$ cat config.mk
export PLATFORM = sky130hd
export DESIGN_NAME = hs_ram_port
export DESIGN_NICKNAME = d
export VERILOG_FILES = /design/src/rtl/hs_pkg.sv /design/src/rtl/hs_ram_port_decode.sv /design/src/rtl/hs_ram_port.sv
export SDC_FILE = /design/constraint.sdc
export NUM_CORES = 1
export LEC_CHECK = 0
export CELL_PAD_IN_SITES_DETAIL_PLACEMENT = 1
export CELL_PAD_IN_SITES_GLOBAL_PLACEMENT = 1
export CORE_MARGIN = 2
export CORE_UTILIZATION = 23
export CTS_CLUSTER_SIZE = 24
export DETAILED_ROUTE_END_ITERATION = 10
export PLACE_DENSITY_LB_ADDON = 0.12
export SLEW_MARGIN = 25
export SYNTH_ARGS = -nofsm -noshare
export SYNTH_HDL_FRONTEND = slang
export SYNTH_HIERARCHICAL = 1
export SYNTH_SLANG_ARGS = --single-unit
$ cat constraint.sdc
create_clock -name clock_18 -period 1.9 [get_ports clock_18]
set_input_delay 0.38 -clock clock_18 [delete_from_list [all_inputs] [get_ports clock_18]]
set_output_delay 0.38 -clock clock_18 [all_outputs]
set_load 0.02 [all_outputs]
$ cat src/rtl/hs_pkg.sv
// Shared definitions for the hiscore RAM port: FSM encodings and the shared-RAM memory map.
package hs_pkg;

   typedef logic [1:0] hs_state_t;

   localparam hs_state_t StIdle    = 2'd0;
   localparam hs_state_t StDrain   = 2'd1;
   localparam hs_state_t StGranted = 2'd2;
   localparam hs_state_t StRelease = 2'd3;

   localparam logic [15:0] HsBase   = 16'h8000;
   localparam int unsigned HsBankAw = 10;

endpackage

$ cat src/rtl/hs_ram_port_decode.sv
// Combinational decode of a hiscore byte address into bank, bank offset and window hit.
module hs_addr_decode
   import hs_pkg::*;
#(
   parameter int unsigned      HS_AW     = 16,
   parameter int unsigned      BANK_AW   = HsBankAw,
   parameter int unsigned      NUM_BANKS = 3,
   parameter logic [HS_AW-1:0] BASE      = HsBase
) (
   input  logic [HS_AW-1:0]   address,
   output logic               in_window,
   output logic [1:0]         bank,
   output logic [BANK_AW-1:0] bank_addr
);

   logic [HS_AW-1:0] off;
   logic [HS_AW-1:0] bank_idx;

   // Banks sit on a 2 KB stride; the upper 1 KB of each stride is a mirror and is rejected.
   always_comb begin
      off       = address - BASE;
      bank_idx  = off >> (BANK_AW + 1);
      bank      = off[BANK_AW+1 +: 2];
      bank_addr = off[BANK_AW-1:0];
      in_window = (address >= BASE) && !off[BANK_AW] && (bank_idx < HS_AW'(NUM_BANKS));
   end

endmodule

$ cat src/rtl/hs_ram_port.sv
// Hiscore RAM port: takes the shared work RAMs from the halted CPUs and serves hiscore
// byte reads/writes on them.
module hs_ram_port
   import hs_pkg::*;
#(
   parameter int unsigned      HS_AW     = 16,
   parameter int unsigned      BANK_AW   = HsBankAw,
   parameter int unsigned      NUM_BANKS = 3,
   parameter logic [HS_AW-1:0] BASE      = HsBase,
   parameter int unsigned      GUARD     = 4
) (
   input  logic                   clock_18,
   input  logic                   reset,
   input  logic                   hs_access,
   input  logic [HS_AW-1:0]       hs_address,
   input  logic [7:0]             hs_data_in,
   input  logic                   hs_write,
   output logic [7:0]             hs_data_out,
   output logic                   hs_granted,
   output logic                   hs_drop,
   input  logic                   cpu_halted,
   input  logic [BANK_AW-1:0]     cpu_addr,
   input  logic [7:0]             cpu_din,
   input  logic [NUM_BANKS-1:0]   cpu_we,
   output logic [BANK_AW-1:0]     ram_addr,
   output logic [7:0]             ram_din,
   output logic [NUM_BANKS-1:0]   ram_we,
   input  logic [8*NUM_BANKS-1:0] ram_dout
);

   localparam int unsigned CntW = $clog2(GUARD + 1);

   hs_state_t       state_q, state_d;
   logic [CntW-1:0] cnt_q, cnt_d;
   logic            granted;
   logic            hs_wr_ok;

   logic               dec_in_window;
   logic [1:0]         dec_bank;
   logic [BANK_AW-1:0] dec_bank_addr;

   logic       rd_valid_q;
   logic       rd_win_q;
   logic [1:0] rd_bank_q;
   logic [7:0] rd_data;

   hs_addr_decode #(
      .HS_AW     (HS_AW),
      .BANK_AW   (BANK_AW),
      .NUM_BANKS (NUM_BANKS),
      .BASE      (BASE)
   ) u_decode (
      .address   (hs_address),
      .in_window (dec_in_window),
      .bank      (dec_bank),
      .bank_addr (dec_bank_addr)
   );

   always_comb begin
      state_d = state_q;
      cnt_d   = cnt_q;
      case (state_q)
         StIdle: begin
            if (hs_access) begin
               state_d = StDrain;
               cnt_d   = '0;
            end
         end
         StDrain: begin
            if (!hs_access) begin
               state_d = StIdle;
            end else if (!cpu_halted) begin
               cnt_d = '0;
            end else if (cnt_q == CntW'(GUARD - 1)) begin
               state_d = StGranted;
            end else begin
               cnt_d = cnt_q + 1'b1;
            end
         end
         StGranted: begin
            if (!hs_access) state_d = StRelease;
         end
         StRelease: state_d = StIdle;
         default:   state_d = StIdle;
      endcase
   end

   // Reset hands the RAMs back to the CPUs in the same cycle, even mid-grant.
   assign granted    = (state_q == StGranted) && !reset;
   assign hs_granted = granted;
   assign hs_wr_ok   = hs_write && granted && dec_in_window;

   always_comb begin
      ram_addr = cpu_addr;
      ram_din  = cpu_din;
      ram_we   = cpu_we;
      if (granted) begin
         ram_addr = dec_bank_addr;
         ram_din  = hs_data_in;
         ram_we   = hs_wr_ok ? (NUM_BANKS'(1) << dec_bank) : '0;
      end
      if (reset) ram_we = '0;
   end

   always_comb begin
      rd_data = '0;
      for (int unsigned n = 0; n < NUM_BANKS; n++) begin
         if (rd_bank_q == n[1:0]) rd_data = ram_dout[8*n +: 8];
      end
   end

   always_ff @(posedge clock_18) begin
      if (reset) begin
         state_q     <= StIdle;
         cnt_q       <= '0;
         hs_drop     <= 1'b0;
         hs_data_out <= '0;
         rd_valid_q  <= 1'b0;
         rd_win_q    <= 1'b0;
         rd_bank_q   <= '0;
      end else begin
         state_q <= state_d;
         cnt_q   <= cnt_d;
         if (hs_write && !hs_wr_ok) hs_drop <= 1'b1;
         // Bank select follows the address by one cycle to line up with the RAM read.
         rd_valid_q <= granted;
         rd_win_q   <= dec_in_window;
         rd_bank_q  <= dec_bank;
         if (rd_valid_q) hs_data_out <= rd_win_q ? rd_data : 8'h00;
      end
   end

endmodule

After elaboration in Yosys (flattened, before gate mapping) --
Index checks and enable logic that the tools add are counted.
Word-level totals: register bits after elaboration 18, latch bits 0, RAM bits 0, ROM bits 0, bits of input ports 74, output and inout port bits 31, word-level logic and storage cells 58, memories 0
Operators by class: add/sub/neg operators 2, multiply operators 0, div/mod/pow operators 0, order comparisons 2, equal/unequal tests 12, shift operators 1, mux-type cells 20, bitwise logic cells 0, reductions and logical operators 14
Operator list (count):
- $mux W8 | 5
- $mux W3 | 7
- $ge A16 B16 Y1 const B | 1
- $sub A16 B16 Y16 const B | 1
- $mux W10 | 1
- $mux W2 | 5
- $ne A3 B3 Y1 const B | 3
- $pmux W2 S4 | 1
- $reduce_and A4 Y1 | 2
- $eq A2 B2 Y1 const B | 3
- $logic_and A1 B1 Y1 | 6
- $ne A2 B2 Y1 const B | 3
- $pmux W3 S2 | 1
- $lt A5 B2 Y1 const B | 1
- $eq A2 B1 Y1 const B | 2
- $logic_not A2 Y1 | 2
- $add A3 B1 Y3 const B | 1
- $eq A3 B2 Y1 const B | 1
- $logic_not A1 Y1 | 3
- $shl A1 B2 Y3 const A | 1
- $reduce_bool A2 Y1 | 1

Longest topological paths before layout --
Gate-level depths: netlist of the first run.
word-level depth 8, gate-level depth with buffers 5, depth with buffers taken out 5

Modules after synthesis --
Netlist of the first run, hierarchy kept.
Modules (own cells, without submodules):
- hs_ram_port | times used 1, cells each 112, area an instance 1207.4 um^2, sequential area each 360.3 um^2
- hs_addr_decode | times used 1, cells each 14, area an instance 105.1 um^2, sequential area each 0.0 um^2

Least setup slack after synthesis of the first run --
No wires, ideal clock.
path type input-to-output, start point in hs_address[10], end point out ram_we[2], data arrival time 1.567 ns, required time 1.520 ns, slack -0.047 ns, stages on the path 5, path through or4b_1 a21oi_1 nand2_1 nor3b_1 a22o_1
On the way: cells in the longest elaborated chain, start to end 8, elaborated cells on any way between the ends 11
RTL lines:
- from (decl) | RTL line hs_ram_port.sv:15 | input logic [HS_AW-1:0] hs_address,
- branches (longest 3 deep; another with $sub A16 B16 Y16)
- $logic_and A1 B1 Y1 (*) | RTL line hs_ram_port_decode.sv:25 | in_window = (address >= BASE) && !off[BANK_AW] && (bank_idx < HS_AW'(NUM_BANKS));
- named net dec_in_window | RTL line hs_ram_port.sv:38 | logic dec_in_window;
- $logic_and A1 B1 Y1 (*) | RTL line hs_ram_port.sv:91 | assign hs_wr_ok = hs_write && granted && dec_in_window;
- $mux W3 (*) | RTL line hs_ram_port.sv:100 | ram_we = hs_wr_ok ? (NUM_BANKS'(1) << dec_bank) : '0;
- $mux W3 (*) | RTL line hs_ram_port.sv:97 | if (granted) begin
- $mux W3 (*) | RTL line hs_ram_port.sv:102 | if (reset) ram_we = '0;
- to (decl) | RTL line hs_ram_port.sv:27 | output logic [NUM_BANKS-1:0] ram_we,
Mark *: on every way through the listed nets, which the timed path passes.

Worst setup path after layout of the first run --
start point in hs_address[14], end point out ram_we[2]
On the way: cells in the longest elaborated chain, start to end 7, elaborated cells on any way between the ends 9
RTL lines (RTL line):
- $sub A16 B16 Y16 or $ge A16 B16 Y1 (tied branches) | hs_ram_port_decode.sv:21, hs_ram_port_decode.sv:25
- $lt A5 B2 Y1 or $logic_and A1 B1 Y1 (tied branches) | hs_ram_port_decode.sv:25
- $logic_and A1 B1 Y1 (*) | hs_ram_port_decode.sv:25
- named net dec_in_window | hs_ram_port.sv:38
- $logic_and A1 B1 Y1 (*) | hs_ram_port.sv:91
- $mux W3 (*) | hs_ram_port.sv:100
- $mux W3 (*) | hs_ram_port.sv:97
- $mux W3 (*) | hs_ram_port.sv:102
The timed path passes the listed nets; every way through them passes the cells marked *.

==> results of run 1 <==
## cell families after synthesis
logic type               count (synthesis)  share of synthesized area
AND/OR/NAND/NOR                         37                      0.177
multiplexers                            28                      0.278
buffers and inverters                   22                      0.133
AO/OA/AOI/OAI                           19                      0.117
flip-flops                              18                      0.275
adder cells (fa/ha/maj)                  2                     0.0191
## tightest hold or removal path, cell delays in order, from the launching register on
cell and delay [ps]:
dfxtp_1 330, a21oi_1 50, nor2_1 80
## cell usage after synthesis, drive strengths merged
master / n / share of area
dfxtp: 18 / 0.27
nand3b: 1 / 0.0057
mux2i: 8 / 0.061
mux2: 20 / 0.22
nand4bb: 2 / 0.017
nand4: 1 / 0.0048
nand3: 1 / 0.0038
inv: 4 / 0.011
ha: 2 / 0.019
nand2b: 1 / 0.010
nand2: 5 / 0.014
nor4b: 1 / 0.018
buf: 18 / 0.12
a22o: 1 / 0.0067
o21ai: 1 / 0.0038
nor3b: 1 / 0.0057
or4b: 1 / 0.0076
a221o: 8 / 0.061
a21oi: 6 / 0.023
nor2: 18 / 0.064
nor2b: 5 / 0.026
a32o: 3 / 0.023
## layout by cell type (no fill, tap or decap), drive strengths merged, types with 2 or more instances in the layout
cell type | synthesis | routed
a21oi | 6 | 6
nor2b | 5 | 5
inv | 4 | 4
a32o | 3 | 3
dfxtp | 18 | 18
clkdlybuf4s15 | 0 | 2
clkdlybuf4s50 | 0 | 77
buf | 18 | 41
mux2 | 20 | 20
clkbuf | 0 | 5
ha | 2 | 2
nand4bb | 2 | 2
a221o | 8 | 8
nor2 | 18 | 18
nand2 | 5 | 5
mux2i | 8 | 8
## where the power goes
group          leakage (nW)  switching [mW]  internal [mW]
logic                 0.885           0.109          0.229
clock network        0.0288           0.132          0.184
registers             0.147         0.00827          0.384
total                  1.06           0.248          0.797
## timing repair
item	4_1_cts	5_1_grt
setup endpoints to repair	22	20
cloned	0	1
gates resized for setup	107	39
buffers inserted	1	2
pin swaps	5	2
## sequential cells by signal, summed over array words and instances (netlist names), named ones only
name,flops
rd_win_q,1
hs_data_out,8
cnt_q,3
state_q,1
rd_valid_q,1
rd_bank_q,2
hs_drop,1
## cell type report
type	count	area, µm²
clock buffer	4	55.1
fill	621	2970
inverter	4	15.0
multi-input combinational	86	805
sequential	18	363
tap	72	90.1
timing repair buffer	122	1210
## worst min path at each step
stage                    from              to  slack (ps)  depth (start not counted)
3_5_place_dp          hs_drop         hs_drop         480                          2
2_1_floorplan        cnt_q[0]        cnt_q[0]         470                          1
3_3_place_gp          hs_drop         hs_drop         450                          2
6_report              hs_drop         hs_drop         490                          2
4_1_cts               hs_drop         hs_drop         500                          2
5_1_grt        hs_data_out[5]  hs_data_out[5]         520                          1
## per-layer routing
layer  vias to the layer above  part of all wire  global-route usage
met4                         0             0.010              0.0345
met2                        50              0.56               0.273
li1                        660                 -                   -
met5                         -                 0                   0
met1                       646              0.35               0.144
met3                         6             0.075              0.0407
==> reports/results.ini, run 1 <==
[sta]
relSlewSlack = 0.604
fin_ws_ps = -141
fin_hold_ws_ps = 489
hold_viol_final = 0
skew_ps = 2.77
tightestPinTransition_ps = 593
rsz0062_at_grt = true
fin_crit_ps = 2040
clock.fmax_mhz = 490
finalSetupTns_ps = -376
finalSetupViolations = 3
slew_viol_final = 0
fin_crit_sh = 1.07

[grt]
antenna_found_initial = 0
overflow = 0
grt_pass1_wl_mm = 6.95
grt_use_total = 0.140
grt_pass1_vias = 1411
grt_max_degree = 17

[detailed_routing]
wl_per_cell_um = 15.1
vias = 1362
dr.pass1.iters = 4
wl_mm = 4.63
via_per_inst = 4.45
final_antenna_net_count = 0
drc = 0
drt_iter0_drc = 15

[floorplan]
fp.dieH_um = 79.5
die_area_um2 = 6330
start_util = 0.238
coreArea_um2 = 5510
rows = 27
die_w_um = 79.5
ios = 105

[placed_design]
routabilityCongestion = 0.754
place.detailed.hpwl_mm = 3.91
dp_slack_ps = -975
port_buffers = 104
post-place-cells = 298
placed_cell_area_um2 = 2410

[critical_path]
slowest_delay_ps = 530
rr_startpoint = cnt_q[0]
cp.arrival_ps = 1660
cp_common_cell = buf_6
worstSetupEndpointType = primary output
crit_type = in2out
r2r_cells = 5
crit_start = hs_address[14]
crit_end = ram_we[2]
startpoint_type = input pin
cp.required_ps = 1520
r2r-end = cnt_q[1]
worstPathCellList = buf_6 > or4b_4 > a21oi_4 > nand2_2 > nor3b_2 > a22o_1 > buf_6
crit_buf_inv = 2
critPathSlowestCell = or4b_4
path_depth = 7
critPathMaxFanout = 2
reg2reg_slack_ps = 470
cp_top_family = simple AND/OR/NAND/NOR gates

[run_status]
violations = setup timing
outcome = finished, violations left

[final_layout]
nNetsFinal = 311
drive_gt1_frac = 0.321
fin_util = 0.461
area_growth_pct = 93.6
stdcell_count = 306
final_design_area_no_fill_um2 = 2540
diodes = 0

[logic_synthesis]
syn_area_um2 = 1310
yosysSeqAreaShare = 0.275
synth-warning-count = 6
synth.net_count = 202
ys_ff_latch = 18
synth_cell_type_count = 29
syn_area_per_cell_um2 = 10.4
syn_inst = 126

[clocking]
cts_tree = yes
clk_path_buf_depth = 2
clk_latency_ps = 250
cts_buffers = 3
cts_sinks = 18
root_buffer = clkbuf_8
postCtsHoldBufs = 0
cts.clk_slew.worst_paths_ps = 70
h-tree-depth = 1

[run]
max_cap_violations = 0

[power]
power_mw = 1.05
power_density_nw_per_um2 = 411
peakVddDrop_mv = 0.278
leakagePower_nw = 1.06

[worst_hold_path]
min_path_type = reg2reg

(Power assumes the default switching activity.)
==> run 2: changes to the inputs <==
Settings changed: PLACE_DENSITY from default to 0.77, PLACE_DENSITY_LB_ADDON 0.12 to default.
==> run 2 against run 1 <==
- the run still ends with setup timing left
- global-route usage fell by 0.21 points
- critical path depth did not move
- wire length fell by 5.3%
- clock power fell by 16%
- cell area rose by 2.5%
- cell count rose by 1.6%
==> reports/results.ini, run 2 (synthesis results as in run 1) <==
[run_status]
outcome = finished, violations left  ; unchanged
violations = setup timing  ; unchanged

[power]
power_density_nw_per_um2 = 383  ; was 411 nW/µm²
peakVddDrop_mv = 0.286  ; was 0.278 mV
leakagePower_nw = 1.11  ; was 1.06 nW
power_uw = 998  ; was 1.05 mW

[critical_path]
startpoint_type = input pin  ; unchanged
cp.required_ps = 1520  ; about the same
critPathMaxFanout = 2  ; unchanged
crit_type = in2out  ; unchanged
worstSetupEndpointType = primary output  ; unchanged
cp.arrival_ps = 1660  ; about the same

[final_layout]
final_cell_mix = 76 x clkdlybuf4s50_1, 26 x buf_6, 18 x buf_4  ; was 77 x clkdlybuf4s50_1, 21 x buf_6, 16 x mux2_4, 16 x nor2_1, 16 x dfxtp_1
largestRegisters = hs_data_out (8), cnt_q (3), rd_bank_q (2)  ; unchanged
final_common_cell = clkdlybuf4s50_1  ; unchanged
nNetsFinal = 317  ; was 311
drive_gt1_frac = 0.347  ; was 0.321
diodes = 0  ; unchanged
final_design_area_no_fill_um2 = 2610  ; was 2540 µm²
area_growth_pct = 98.5  ; was 93.6%
largest_register_ffs = 8  ; unchanged
regMostFlops = hs_data_out  ; unchanged

[clocking]
cts_buffers = 3  ; unchanged
cts_sinks = 18  ; unchanged
h-tree-depth = 1  ; unchanged
root_buffer = clkbuf_8  ; unchanged
clk_path_buf_depth = 2  ; unchanged
cts.clk_slew.worst_paths_ps = 70  ; about the same
cts_tree = yes  ; unchanged
clk_latency_ps = 250  ; about the same

[sta]
fin_ws_ps = -139  ; was -141 ps
skew_ps = 0.671  ; was 2.77 ps
hold_viol_final = 0  ; unchanged
clock.fmax_mhz = 490  ; about the same
tightestPinTransition_ps = 585  ; was 593 ps
relSlewSlack = 0.609  ; was 0.604
slew_viol_final = 0  ; unchanged
finalSetupTns_ps = -413  ; was -376 ps
fin_crit_ps = 2040  ; about the same
rsz0062_at_grt = true  ; unchanged
finalSetupViolations = 9  ; was 3
fin_crit_sh = 1.07  ; about the same

[floorplan]
die_area_um2 = 6330  ; unchanged
rows = 27  ; unchanged
start_util = 0.238  ; unchanged
die_w_um = 79.5  ; unchanged
ios = 105  ; unchanged
fp.dieH_um = 79.5  ; unchanged
coreArea_um2 = 5510  ; unchanged

[grt]
grt_max_degree = 15  ; was 17
antenna_found_initial = 0  ; unchanged
grt_pass1_wl_mm = 6.94  ; was 6.95 mm
grt_use_total = 0.138  ; was 0.140
grt_pass1_vias = 1478  ; was 1,411
overflow = 0  ; unchanged

[placed_design]
place.detailed.hpwl_mm = 3.53  ; was 3.91 mm
dp_slack_ps = -916  ; was -975 ps
placed_cell_area_um2 = 2430  ; was 2410 µm²
port_buffers = 104  ; unchanged
routabilityCongestion = 0.687  ; was 0.754

[detailed_routing]
wl_mm = 4.38  ; was 4.63 mm
dr.pass1.iters = 3  ; was 4
drt_iter0_drc = 29  ; was 15
wl_per_cell_um = 14.1  ; was 15.1 µm
final_antenna_net_count = 0  ; unchanged
drc = 0  ; unchanged
vias = 1350  ; was 1,362
via_per_inst = 4.34  ; was 4.45

[run]
max_cap_violations = 0  ; unchanged

[worst_hold_path]
min_path_type = reg2reg  ; unchanged

==> run 2: cell type report <==
type / instances / area (µm²)
Tap cell: 72 / 90.1
Fill cell: 614 / 2900
Sequential cell: 18 / 363
Multi-Input combinational cell: 86 / 812
Inverter: 4 / 15.0
Clock buffer: 3 / 41.3
Timing Repair Buffer: 128 / 1280
==> run 2: what timing repair did <==
item	4_1_cts	5_1_grt
gates resized for setup	111	42
pin swaps	9	9
setup endpoints to repair	22	22
buffers inserted	9	1
hold buffers	0	0
gates cloned	0	1
==> run 2: routing by layer <==
layer / vias up / global-route usage / share of wire
met1: 629 / 0.147 / 0.40
met4: 0 / 0.00517 / 0.0016
li1: 668 / - / -
met5: - / 0 / 0
met3: 2 / 0.0385 / 0.069
met2: 51 / 0.278 / 0.53
==> run 2: through the flow <==
stage,utilization,hold WS [ps],cells
global route,0.473,511,311
detailed placement,0.441,463,300
floorplan,-,471,126
global placement,0.441,466,300
CTS,0.451,491,312
finish,0.473,487,311
==> run 2: final timing paths <==
check,startpoint,to,slack (ps),cells past startpoint
min reg2reg,hs_data_out[6],hs_data_out[6],490,1
max,hs_address[10],ram_we[2],-140,7
min,hs_data_out[6],hs_data_out[6],490,1
max reg2reg,cnt_q[0],cnt_q[2],510,5
==> run 2: worst max-delay path, stage by stage <==
cell     delay [ps]
buf_6            90
or4b_4          530
a21oi_4         150
nand2_2          90
nor3b_2         150
a22o_1          150
buf_6           120
==> run 2: report_power, final <==
| group | total, mW | switching (mW) | internal (mW) |
|---|---|---|---|
| clock network | 0.264 | 0.123 | 0.141 |
| registers | 0.387 | 0.00332 | 0.384 |
| logic | 0.347 | 0.113 | 0.234 |
| total | 0.998 | 0.240 | 0.759 |
==> run 3: changes to the inputs <==
Settings changed: SLEW_MARGIN 25 to 20.
==> results of run 3 <==
Final layout, timing and power as in run 2 (identical DEF).
